===== config.mk =====
export PLATFORM = sky130hd
export DESIGN_NAME = spi_sprite_link_flat
export DESIGN_NICKNAME = d
export VERILOG_FILES = /design/src/rtl/spi_sprite_link_if.sv /design/src/rtl/spi_sprite_link.sv /design/src/flat_wrapper.sv
export SDC_FILE = /design/constraint.sdc
export NUM_CORES = 2
export LEC_CHECK = 0
export ABC_CLOCK_PERIOD_IN_PS = 10000
export CAP_MARGIN = 20
export CELL_PAD_IN_SITES_DETAIL_PLACEMENT = 1
export CELL_PAD_IN_SITES_GLOBAL_PLACEMENT = 1
export CORE_MARGIN = 1
export CORE_UTILIZATION = 59
export CTS_CLUSTER_SIZE = 24
export DETAILED_ROUTE_END_ITERATION = 16
export GPL_TIMING_DRIVEN = 0
export PLACE_DENSITY_LB_ADDON = 0.1
export SKIP_CTS_REPAIR_TIMING = 1
export SLEW_MARGIN = 15
export SYNTH_ARGS = -nofsm -noshare
export SYNTH_HDL_FRONTEND = slang
export SYNTH_SLANG_ARGS = --single-unit

===== constraint.sdc =====
create_clock -name clock -period 10 [get_ports clock]
set_input_delay 1 -clock clock [delete_from_list [all_inputs] [get_ports clock]]
set_output_delay 1 -clock clock [all_outputs]
set_load 0.01 [all_outputs]

===== src/rtl/spi_sprite_link_if.sv =====
// Sprite storage write bus and draw-queue read port.
// slave: link side (drives writes, queue head/status); master: consumer (drives dequeue).
interface spi_sprite_link_if #(
    parameter int SEL_W  = 4,
    parameter int ADDR_W = 12
);
    logic              sprite_w_en;
    logic [SEL_W-1:0]  sprite_w_select;
    logic [ADDR_W-1:0] sprite_w_addr;
    logic [7:0]        sprite_w_data;
    logic              dequeue;
    logic              is_empty;
    logic              is_full;
    logic [7:0]        sprite_id;
    logic [15:0]       sprite_x;
    logic [15:0]       sprite_y;
    logic [7:0]        sprite_scale;

    modport slave (
        output sprite_w_en, sprite_w_select, sprite_w_addr, sprite_w_data,
        output is_empty, is_full,
        output sprite_id, sprite_x, sprite_y, sprite_scale,
        input  dequeue
    );

    modport master (
        input  sprite_w_en, sprite_w_select, sprite_w_addr, sprite_w_data,
        input  is_empty, is_full,
        input  sprite_id, sprite_x, sprite_y, sprite_scale,
        output dequeue
    );
endinterface


===== src/rtl/spi_sprite_link.sv =====
// SPI (mode 0) slave that loads sprite storage and feeds a draw-entry FIFO.
// Ports: clock/reset_n, async spi_clk/spi_cs/spi_mosi, bus (slave), overflow, frame_error.
module spi_sprite_link #(
    parameter int SPRITE_NUM  = 16,
    parameter int ADDR_W      = 12,
    parameter int QUEUE_DEPTH = 32,
    parameter int SYNC_STAGES = 2
) (
    input  logic clock,
    input  logic reset_n,
    input  logic spi_clk,
    input  logic spi_cs,
    input  logic spi_mosi,
    spi_sprite_link_if.slave bus,
    output logic overflow,
    output logic frame_error
);
    localparam int SEL_W = $clog2(SPRITE_NUM);
    localparam int PW    = $clog2(QUEUE_DEPTH);
    localparam int CW    = PW + 1;

    typedef enum logic [2:0] {
        IDLE, CMD, ENQ, WSEL, WADDR, WDATA, DISCARD
    } state_t;

    state_t state, state_n;

    logic [SYNC_STAGES-1:0] clk_sr, cs_sr, mosi_sr;
    logic sclk_s, cs_s, mosi_s, sclk_q, cs_q;
    logic sclk_rise, cs_fall, cs_rise, sample, byte_valid;
    logic [2:0] bit_cnt, byte_cnt;
    logic [6:0] shreg;
    logic [7:0] rx_byte, a_hi;
    logic [39:0] e_buf;
    logic [47:0] entry, head;
    logic [SEL_W-1:0] sel, w_sel_r;
    logic [ADDR_W-1:0] addr, w_addr_r;
    logic [7:0] w_data_r;
    logic w_en_r;
    logic push, clr, err_n, partial;

    logic [47:0] mem [QUEUE_DEPTH];
    logic [PW-1:0] rptr, wptr, rnext;
    logic [CW-1:0] count;
    logic empty, full, pop, push_ok, drop;

    // cs chain resets low so a frame already running at release never
    // produces a falling edge; only a fresh cs fall starts a frame.
    always_ff @(posedge clock or negedge reset_n) begin
        if (!reset_n) begin
            clk_sr  <= '0;
            cs_sr   <= '0;
            mosi_sr <= '0;
            sclk_q  <= 1'b0;
            cs_q    <= 1'b0;
        end else begin
            clk_sr  <= {clk_sr[SYNC_STAGES-2:0], spi_clk};
            cs_sr   <= {cs_sr[SYNC_STAGES-2:0], spi_cs};
            mosi_sr <= {mosi_sr[SYNC_STAGES-2:0], spi_mosi};
            sclk_q  <= sclk_s;
            cs_q    <= cs_s;
        end
    end

    assign sclk_s     = clk_sr[SYNC_STAGES-1];
    assign cs_s       = cs_sr[SYNC_STAGES-1];
    assign mosi_s     = mosi_sr[SYNC_STAGES-1];
    assign sclk_rise  = sclk_s & ~sclk_q;
    assign cs_fall    = ~cs_s & cs_q;
    assign cs_rise    = cs_s & ~cs_q;
    assign sample     = sclk_rise & ~cs_s & (state != IDLE);
    assign byte_valid = sample & (bit_cnt == 3'd7);
    assign rx_byte    = {shreg, mosi_s};
    assign entry      = {e_buf, rx_byte};
    assign partial    = (bit_cnt != 3'd0) ||
                        (((state == ENQ) || (state == WADDR)) &&
                         (byte_cnt != 3'd0));

    always_ff @(posedge clock or negedge reset_n) begin
        if (!reset_n) state <= IDLE;
        else          state <= state_n;
    end

    always_comb begin
        state_n = state;
        if (cs_fall) begin
            state_n = CMD;
        end else if (cs_rise) begin
            state_n = IDLE;
        end else if (byte_valid) begin
            case (state)
                CMD: begin
                    if (rx_byte == 8'h01)      state_n = ENQ;
                    else if (rx_byte == 8'h02) state_n = WSEL;
                    else                       state_n = DISCARD;
                end
                WSEL:    state_n = WADDR;
                WADDR:   if (byte_cnt == 3'd1) state_n = WDATA;
                default: state_n = state;
            endcase
        end
    end

    always_comb begin
        push  = 1'b0;
        clr   = 1'b0;
        err_n = 1'b0;
        if (cs_rise && state != IDLE && state != DISCARD && partial)
            err_n = 1'b1;
        if (byte_valid && state == CMD) begin
            if (rx_byte == 8'h03)
                clr = 1'b1;
            else if (rx_byte != 8'h01 && rx_byte != 8'h02)
                err_n = 1'b1;
        end
        if (byte_valid && state == ENQ && byte_cnt == 3'd5)
            push = 1'b1;
    end

    always_ff @(posedge clock or negedge reset_n) begin
        if (!reset_n) begin
            bit_cnt     <= '0;
            byte_cnt    <= '0;
            shreg       <= '0;
            e_buf       <= '0;
            a_hi        <= '0;
            sel         <= '0;
            addr        <= '0;
            w_en_r      <= 1'b0;
            w_sel_r     <= '0;
            w_addr_r    <= '0;
            w_data_r    <= '0;
            frame_error <= 1'b0;
        end else begin
            frame_error <= err_n;
            w_en_r      <= 1'b0;
            if (cs_fall || cs_rise) begin
                bit_cnt  <= '0;
                byte_cnt <= '0;
            end else if (sample) begin
                bit_cnt <= bit_cnt + 3'd1;
                shreg   <= {shreg[5:0], mosi_s};
            end
            if (byte_valid) begin
                case (state)
                    ENQ: begin
                        e_buf    <= {e_buf[31:0], rx_byte};
                        byte_cnt <= (byte_cnt == 3'd5) ? 3'd0 : byte_cnt + 3'd1;
                    end
                    WSEL: sel <= SEL_W'(rx_byte % 8'(SPRITE_NUM));
                    WADDR: begin
                        if (byte_cnt == 3'd0) begin
                            a_hi     <= rx_byte;
                            byte_cnt <= 3'd1;
                        end else begin
                            addr     <= ADDR_W'({a_hi, rx_byte});
                            byte_cnt <= 3'd0;
                        end
                    end
                    WDATA: begin
                        w_en_r   <= 1'b1;
                        w_sel_r  <= sel;
                        w_addr_r <= addr;
                        w_data_r <= rx_byte;
                        addr     <= addr + 1'b1;
                    end
                    default: byte_cnt <= '0;
                endcase
            end
        end
    end

    assign empty   = (count == '0);
    assign full    = (count == CW'(QUEUE_DEPTH));
    assign pop     = bus.dequeue & ~empty & ~clr;
    assign push_ok = push & (~full | pop);
    assign drop    = push & full & ~pop;
    assign rnext   = rptr + 1'b1;

    always_ff @(posedge clock) begin
        if (push_ok) mem[wptr] <= entry;
    end

    always_ff @(posedge clock or negedge reset_n) begin
        if (!reset_n) begin
            rptr     <= '0;
            wptr     <= '0;
            count    <= '0;
            head     <= '0;
            overflow <= 1'b0;
        end else if (clr) begin
            rptr     <= '0;
            wptr     <= '0;
            count    <= '0;
            head     <= '0;
            overflow <= 1'b0;
        end else begin
            if (drop)    overflow <= 1'b1;
            if (push_ok) wptr <= wptr + 1'b1;
            if (pop)     rptr <= rnext;
            case ({push_ok, pop})
                2'b10:   count <= count + 1'b1;
                2'b01:   count <= count - 1'b1;
                default: count <= count;
            endcase
            // Head is a register: on a pop with one entry left the new
            // head can only be the entry being pushed this cycle.
            if (pop)
                head <= (count == CW'(1)) ? entry : mem[rnext];
            else if (empty && push_ok)
                head <= entry;
        end
    end

    assign bus.sprite_w_en     = w_en_r;
    assign bus.sprite_w_select = w_sel_r;
    assign bus.sprite_w_addr   = w_addr_r;
    assign bus.sprite_w_data   = w_data_r;
    assign bus.is_empty        = empty;
    assign bus.is_full         = full;
    assign bus.sprite_id       = head[47:40];
    assign bus.sprite_x        = head[39:24];
    assign bus.sprite_y        = head[23:8];
    assign bus.sprite_scale    = head[7:0];
endmodule

===== src/flat_wrapper.sv =====
// flat-port wrapper written by rule: the top's interface ports become plain ports
module spi_sprite_link_flat 
#(
    parameter int SPRITE_NUM  = 16,
    parameter int ADDR_W      = 12,
    parameter int QUEUE_DEPTH = 32,
    parameter int SYNC_STAGES = 2
)
  (clock, reset_n, spi_clk, spi_cs, spi_mosi, overflow, frame_error, bus_sprite_w_en, bus_sprite_w_select, bus_sprite_w_addr, bus_sprite_w_data, bus_is_empty, bus_is_full, bus_sprite_id, bus_sprite_x, bus_sprite_y, bus_sprite_scale, bus_dequeue);
  spi_sprite_link_if #(.ADDR_W(ADDR_W)) bus_i ();
  input  logic clock;
  input  logic reset_n;
  input  logic spi_clk;
  input  logic spi_cs;
  input  logic spi_mosi;
  output logic overflow;
  output logic frame_error;
  output wire logic [$bits(bus_i.sprite_w_en)-1:0] bus_sprite_w_en;
  output wire logic [$bits(bus_i.sprite_w_select)-1:0] bus_sprite_w_select;
  output wire logic [$bits(bus_i.sprite_w_addr)-1:0] bus_sprite_w_addr;
  output wire logic [$bits(bus_i.sprite_w_data)-1:0] bus_sprite_w_data;
  output wire logic [$bits(bus_i.is_empty)-1:0] bus_is_empty;
  output wire logic [$bits(bus_i.is_full)-1:0] bus_is_full;
  output wire logic [$bits(bus_i.sprite_id)-1:0] bus_sprite_id;
  output wire logic [$bits(bus_i.sprite_x)-1:0] bus_sprite_x;
  output wire logic [$bits(bus_i.sprite_y)-1:0] bus_sprite_y;
  output wire logic [$bits(bus_i.sprite_scale)-1:0] bus_sprite_scale;
  input wire logic [$bits(bus_i.dequeue)-1:0] bus_dequeue;
  assign bus_sprite_w_en = bus_i.sprite_w_en;
  assign bus_sprite_w_select = bus_i.sprite_w_select;
  assign bus_sprite_w_addr = bus_i.sprite_w_addr;
  assign bus_sprite_w_data = bus_i.sprite_w_data;
  assign bus_is_empty = bus_i.is_empty;
  assign bus_is_full = bus_i.is_full;
  assign bus_sprite_id = bus_i.sprite_id;
  assign bus_sprite_x = bus_i.sprite_x;
  assign bus_sprite_y = bus_i.sprite_y;
  assign bus_sprite_scale = bus_i.sprite_scale;
  assign bus_i.dequeue = bus_dequeue;
  spi_sprite_link #(.SPRITE_NUM(SPRITE_NUM), .ADDR_W(ADDR_W), .QUEUE_DEPTH(QUEUE_DEPTH), .SYNC_STAGES(SYNC_STAGES)) u_core (.clock(clock), .reset_n(reset_n), .spi_clk(spi_clk), .spi_cs(spi_cs), .spi_mosi(spi_mosi), .bus(bus_i), .overflow(overflow), .frame_error(frame_error));
endmodule

* Word level (Yosys, flattened, before mapping) *
Memory sizes are Yosys's and may differ from the RTL's.
Index checks and enable logic that the tools add are counted.

storage, ports and cells
  flip-flop bits (word level) = 175
  RAM bits = 1536
  input bits = 6
  output and inout port bits = 77
  logic and storage cells = 144
  memories = 1

memory list
  memory      depth  bits a word  rd ports  clocked after memory_dff  wr ports  line                   RTL
  u_core.mem  32     48           1         0                         1         spi_sprite_link.sv:42  logic [47:0] mem [QUEUE_DEPTH];

cells by class
  add/subtract/negate cells = 7
  equal/unequal tests = 20
  mux-type cells = 39
  bitwise gates (word level) = 20
  reduce and logical (&&, ||, !) cells = 34

operators by type and width
  operator               number
  $mux 48                4
  $mux 3                 11
  $pmux 12 s2            1
  $mux 5                 4
  $pmux 3 s3             2
  $reduce_bool 3->1      6
  $eq 8x2->1 const B     2
  $mux 1                 14
  $add 12x1->12 const B  1
  $eq 3x3->1 const B     4
  $mux 12                1
  $pmux 6 s2             1
  $and 1x1->1            11
  $add 5x1->5 const B    2
  $reduce_bool 2->1      5
  $logic_and 1x1->1      9
  $reduce_and 3->1       3
  $eq 8x1->1 const B     1
  $ne 8x1->1 const B     1
  $ne 8x2->1 const B     1
  $not 1->1              8
  $reduce_and 2->1       4
  $add 3x1->3 const B    2
  $add 6x1->6 const B    1
  17 further kinds       21

* Longest topological paths before layout *
  depth after elaboration = 15
  gate-level depth with buffers = 11
  gate-level depth less buffers = 8

* Worst setup path after synthesis *
Ideal clock, no wire load.

  kind = register to register
  from = reg u_core.bit_cnt[0]
  to = mem u_core.mem[31][0] (enable)
  library setup time = 0.454 ns
  data arrival time = 3.955 ns
  required time = 9.546 ns
  path slack = 5.591 ns
  cell stages (with the launch flop) = 9
  path buffers = 1
  clock period less this slack = 4.409 ns
  cells stage by stage = dfrtp_1 > ha_1 > ha_1 > nand4bb_1 > or4_1 > clkbuf_1 > nor2_2 > nand2_1 > nor2_1

on the way
  word-level cells in the longest chain between the ends = 10
  elaborated cells on any way between the ends = 13
  those cells by class = eq/ne: 1; mux: 4; bitwise: 5; reduce/logical: 3

ends and longest elaborated chain
  element                         line                    RTL
  from (decl)                     spi_sprite_link.sv:31   logic [2:0] bit_cnt, byte_cnt;
  from (signal assigned)          spi_sprite_link.sv:141  bit_cnt <= bit_cnt + 3'd1;
  $eq 3x3->1 *                    spi_sprite_link.sv:72   assign byte_valid = sample & (bit_cnt == 3'd7);
  $and 1x1->1 *                   spi_sprite_link.sv:72
  $logic_and 1x1->1               spi_sprite_link.sv:110  if (byte_valid && state == CMD) begin
  $mux 1                          spi_sprite_link.sv:110
  $not 1->1                       spi_sprite_link.sv:175  assign pop = bus.dequeue & ~empty & ~clr;
  $and 1x1->1                     spi_sprite_link.sv:175
  $or 1x1->1                      spi_sprite_link.sv:176  assign push_ok = push & (~full | pop);
  $and 1x1->1 *                   spi_sprite_link.sv:176
  $mux 1 *                        spi_sprite_link.sv:181  if (push_ok) mem[wptr] <= entry;
  $mux 1 (implied by the code) *  spi_sprite_link.sv:181
  to (decl)                       spi_sprite_link.sv:42

Every way passes the cells marked *; elsewhere a longest branch is shown, timed or not.

* Worst setup path after layout *
  from = reg u_core.bit_cnt[0]
  to = mem u_core.mem[17][25] (enable)

Same word-level chain as after synthesis.

==> impl_metrics.tcl <==
set metrics [dict create \
    synth_compound_area_share_pct 3.60 \
    timing.setup.critical_path_class "flop to flop" \
    post-layout-total-power_uw 20000 \
    cts_root_buf "clkbuf_16" \
    fmaxAchievable_mhz 226 \
    die_width_um 337 \
    cts_made_buffers 169 \
    die_area_mm2 0.113 \
    r2r_cells 10 \
    critPathCaptureType "flop" \
    cp.arrival_ns 4.90 \
    timing.critical_path.required_ns 10.47 \
    power.combinational.fraction_pct 27.5 \
    post_synth_fa_ha_maj_area_fraction_pct 0.265 \
    dr.pass1.iters 7 \
    drc_errors 0 \
    finalWorstPathRequiredPeriod_ns 4.42 \
    rsz0062_at_grt "false" \
    drtIter0Drc 4614 \
    drt.antenna.violating_nets 0 \
    p_seq_share_pct 40.4 \
    via_per_inst 6.90 \
    critPathMaxFanout 20 \
    power.leakage_uw 0.0276 \
    clock_latency_ns 0.79 \
    worstSetupStartpointType "flop" \
    clock-skew-final_ns 0.0263 \
    yosysUniqueCellTypes 61 \
    portBuffers 82 \
    ys_async_sr_fraction_pct 10.2 \
    drv_cap 0 \
    relative_slew_slack_pct 18.4 \
    post-place-cells 5008 \
    setup_ws_ns 5.58 \
    power.density_cell_area_mw_per_mm2 260 \
    placement.setup.worst_slack_ns 5.38 \
    yosys.area_share.simple_pct 3.82 \
    detail_route.wl_per_cell_um 37.0 \
    hold_violations 0 \
    place.gp.congestion 0.803 \
    global_route.overflow_total 0 \
    global_route_wire_length_before_repair_um 280000 \
    ys_ff_latch 1711 \
    avgSynthCellArea_um2 19.7 \
    finalCritPeriodShare_pct 44.2 \
    timing.final.setup_violations 0 \
    nets 3731 \
    pin_count_of_the_biggest_net_entering_global_routing 88 \
    drv_slew 0 \
    syn-instance-count 3353 \
    ir_worst_vdd_mv 0.252 \
    outcome "finished clean" \
    synth_flop_cell "edfxtp_1" \
    clockPowerShare_pct 32.0 \
    initial_core_util_pct 59.6 \
    globalRouteTotalUtil_pct 35.7 \
    core-area_mm2 0.111 \
    antenna_violations_before_repair 3 \
    largest_family_of_logic_cells_by_synthesized_area "multiplexers" \
    area_delta_synth_final_pct 16.1 \
    post_synth_instance_area_mm2 0.0661 \
    clock_tree.htree_level_count 4 \
    post-synth-top-area-fraction_pct 69.7 \
    switchingPower_uw 6730 \
    worst_pin_slew_ns 1.22 \
    floorplan.io_pins 83 \
    ys_top_cells_by_area "edfxtp_1 70%, mux4_2 13%, dfrtp_1 6.6%" \
    netSwitchingFraction_pct 33.7 \
    first_global_vias 39500 \
    finalWirelength_um 198000 \
    clock_sink_count 1711 \
    internal-power_uw 13300 \
    instances_no_fill 5344 \
    mappedNetlistNets 3373 \
    clkTransAtPathRegs_ns 0.06 \
    detailed_place_hpwl_um 126000 \
    synth_top_cell_by_area "edfxtp_1" \
    ys_warn_count 0 \
    synth.mux.area_fraction_pct 14.3 \
    tritoncts_clock_tree "done" \
    synth_xor_area_share_pct 0.265 \
    synth_enable_flop_cells 1536 \
    hold_path_class "input pin to async pin" \
    chipHeight_um 337 \
    detailroute.via_count 36900 \
    drive_gt1_share_pct 24.3 \
    seq_total_area_yosys_pct 76.3 \
    setup_total_negative_slack_ns 0 \
    clock_path_buffers 3 \
    core.rowCount 122 \
]
## power groups by stage
| stage | registers (µW) | clock network [µW] | logic (µW) |
|---|---|---|---|
| 2_1_floorplan | 8140 | 0 | 2970 |
| 3_3_place_gp | 8190 | 0 | 5060 |
| 3_5_place_dp | 8210 | 0 | 5310 |
| 4_1_cts | 8060 | 6430 | 5410 |
| 5_1_grt | 8070 | 6660 | 5670 |
| 6_report | 8070 | 6400 | 5500 |
## stage by stage
stage               hold slack [ns]  util, %  cell area, µm²
floorplan                     0.331        -           66100
global placement              0.335     62.0           68800
detailed placement            0.348     63.9           70900
CTS                          0.0184     68.9           76500
global route                 0.0515     69.2           76800
finish                       0.0537     69.2           76800
## sequential cells by signal (all words and copies together), names as in the netlist, 2 cells and up
name                        cells
u_core.clk_sr                   2
u_core.bus.sprite_w_data        8
u_core.bit_cnt                  3
u_core.cs_sr                    2
u_core.mosi_sr                  2
u_core.head                    48
u_core.e_buf                   40
u_core.rptr                     5
u_core.bus.sprite_w_addr       12
u_core.bus.sprite_w_select      4
u_core.mem                   1536
u_core.addr                    12
u_core.shreg                    7
u_core.sel                      4
u_core.state                    3
u_core.count                    6
u_core.a_hi                     4
u_core.byte_cnt                 3
u_core.wptr                     5
## routing by layer
metal	vias to the layer above	routed length, µm	GRT usage, %
met5	-	9	0
met4	2	10800	18.4
met3	506	16800	6.59
met2	2355	98200	58.3
met1	19700	71700	46.3
li1	14400	-	-
## cells in the mapped netlist (14+ instances only)
cell type  instances
a22o_1            98
or3_1             53
mux2_2            57
nand2_1          230
nor2_1           111
inv_1             19
nand3_1           14
mux4_2           384
dfrtp_1          175
buf_2             64
clkbuf_1          96
nor3_1           103
a21oi_1          168
buf_1             30
o21ai_0           76
ha_1              14
edfxtp_1        1536
## placed cells by master (no fill, tap or decap), types with 22 or more instances in the layout
cell and instances:
clkdlybuf4s50_1 81, mux2_2 57, buf_1 24, clkinv_1 24, clkinv_2 24, clkbuf_1 143, nor3_1 103, nor2_4 32
dfrtp_1 153, nor2_1 79, mux4_2 384, clkbuf_16 174, or3_1 53, o21ai_0 76, buf_16 28, a22o_1 98
buf_2 66, nand2_1 230, buf_12 50, a21oi_1 167, edfxtp_1 1536, dfrtp_2 22
## final cells by class
cell class | instances | area [µm²]
sequential | 1711 | 50500
multi-input combinational | 1427 | 15000
inverter | 19 | 71.3
antenna | 3 | 7.51
clock buffer | 239 | 4760
fill | 8772 | 34100
buffer | 196 | 860
timing repair buffer | 187 | 2970
clock inverter | 74 | 777
tap | 1488 | 1860
## critical path, cell delays in order, from the launching register on
cell,delay [ns]
dfrtp_1,0.37
ha_1,0.16
ha_1,0.20
nand4bb_1,0.22
or4_1,0.55
clkbuf_1,0.23
nor2_2,0.37
nand2_1,0.57
nor2_4,0.90
buf_12,0.29
buf_16,0.19
## worst paths after layout
| check | startpoint | end | slack [ns] |
|---|---|---|---|
| min in group clock | u_core.mosi_sr[0] | u_core.mosi_sr[1] | 0.35 |
| worst max register to register | u_core.bit_cnt[0] | u_core.mem[17][25] | 5.58 |
| worst min-delay path | reset_n | u_core.bus.sprite_w_addr[2] | 0.05 |
| max in group asynchronous | reset_n | u_core.e_buf[30] | 8.71 |
| worst min register to register | u_core.mosi_sr[0] | u_core.mosi_sr[1] | 0.35 |
| worst max-delay path | u_core.bit_cnt[0] | u_core.mem[17][25] | 5.58 |
## cells by family after synthesis
family	after synthesis
simple gates	557
fa+ha+maj	14
compound gates	379
xor+xnor	20
buf+inv	215
mux	457
flops	1711
Note: power is estimated with default switching activity, not from simulation.
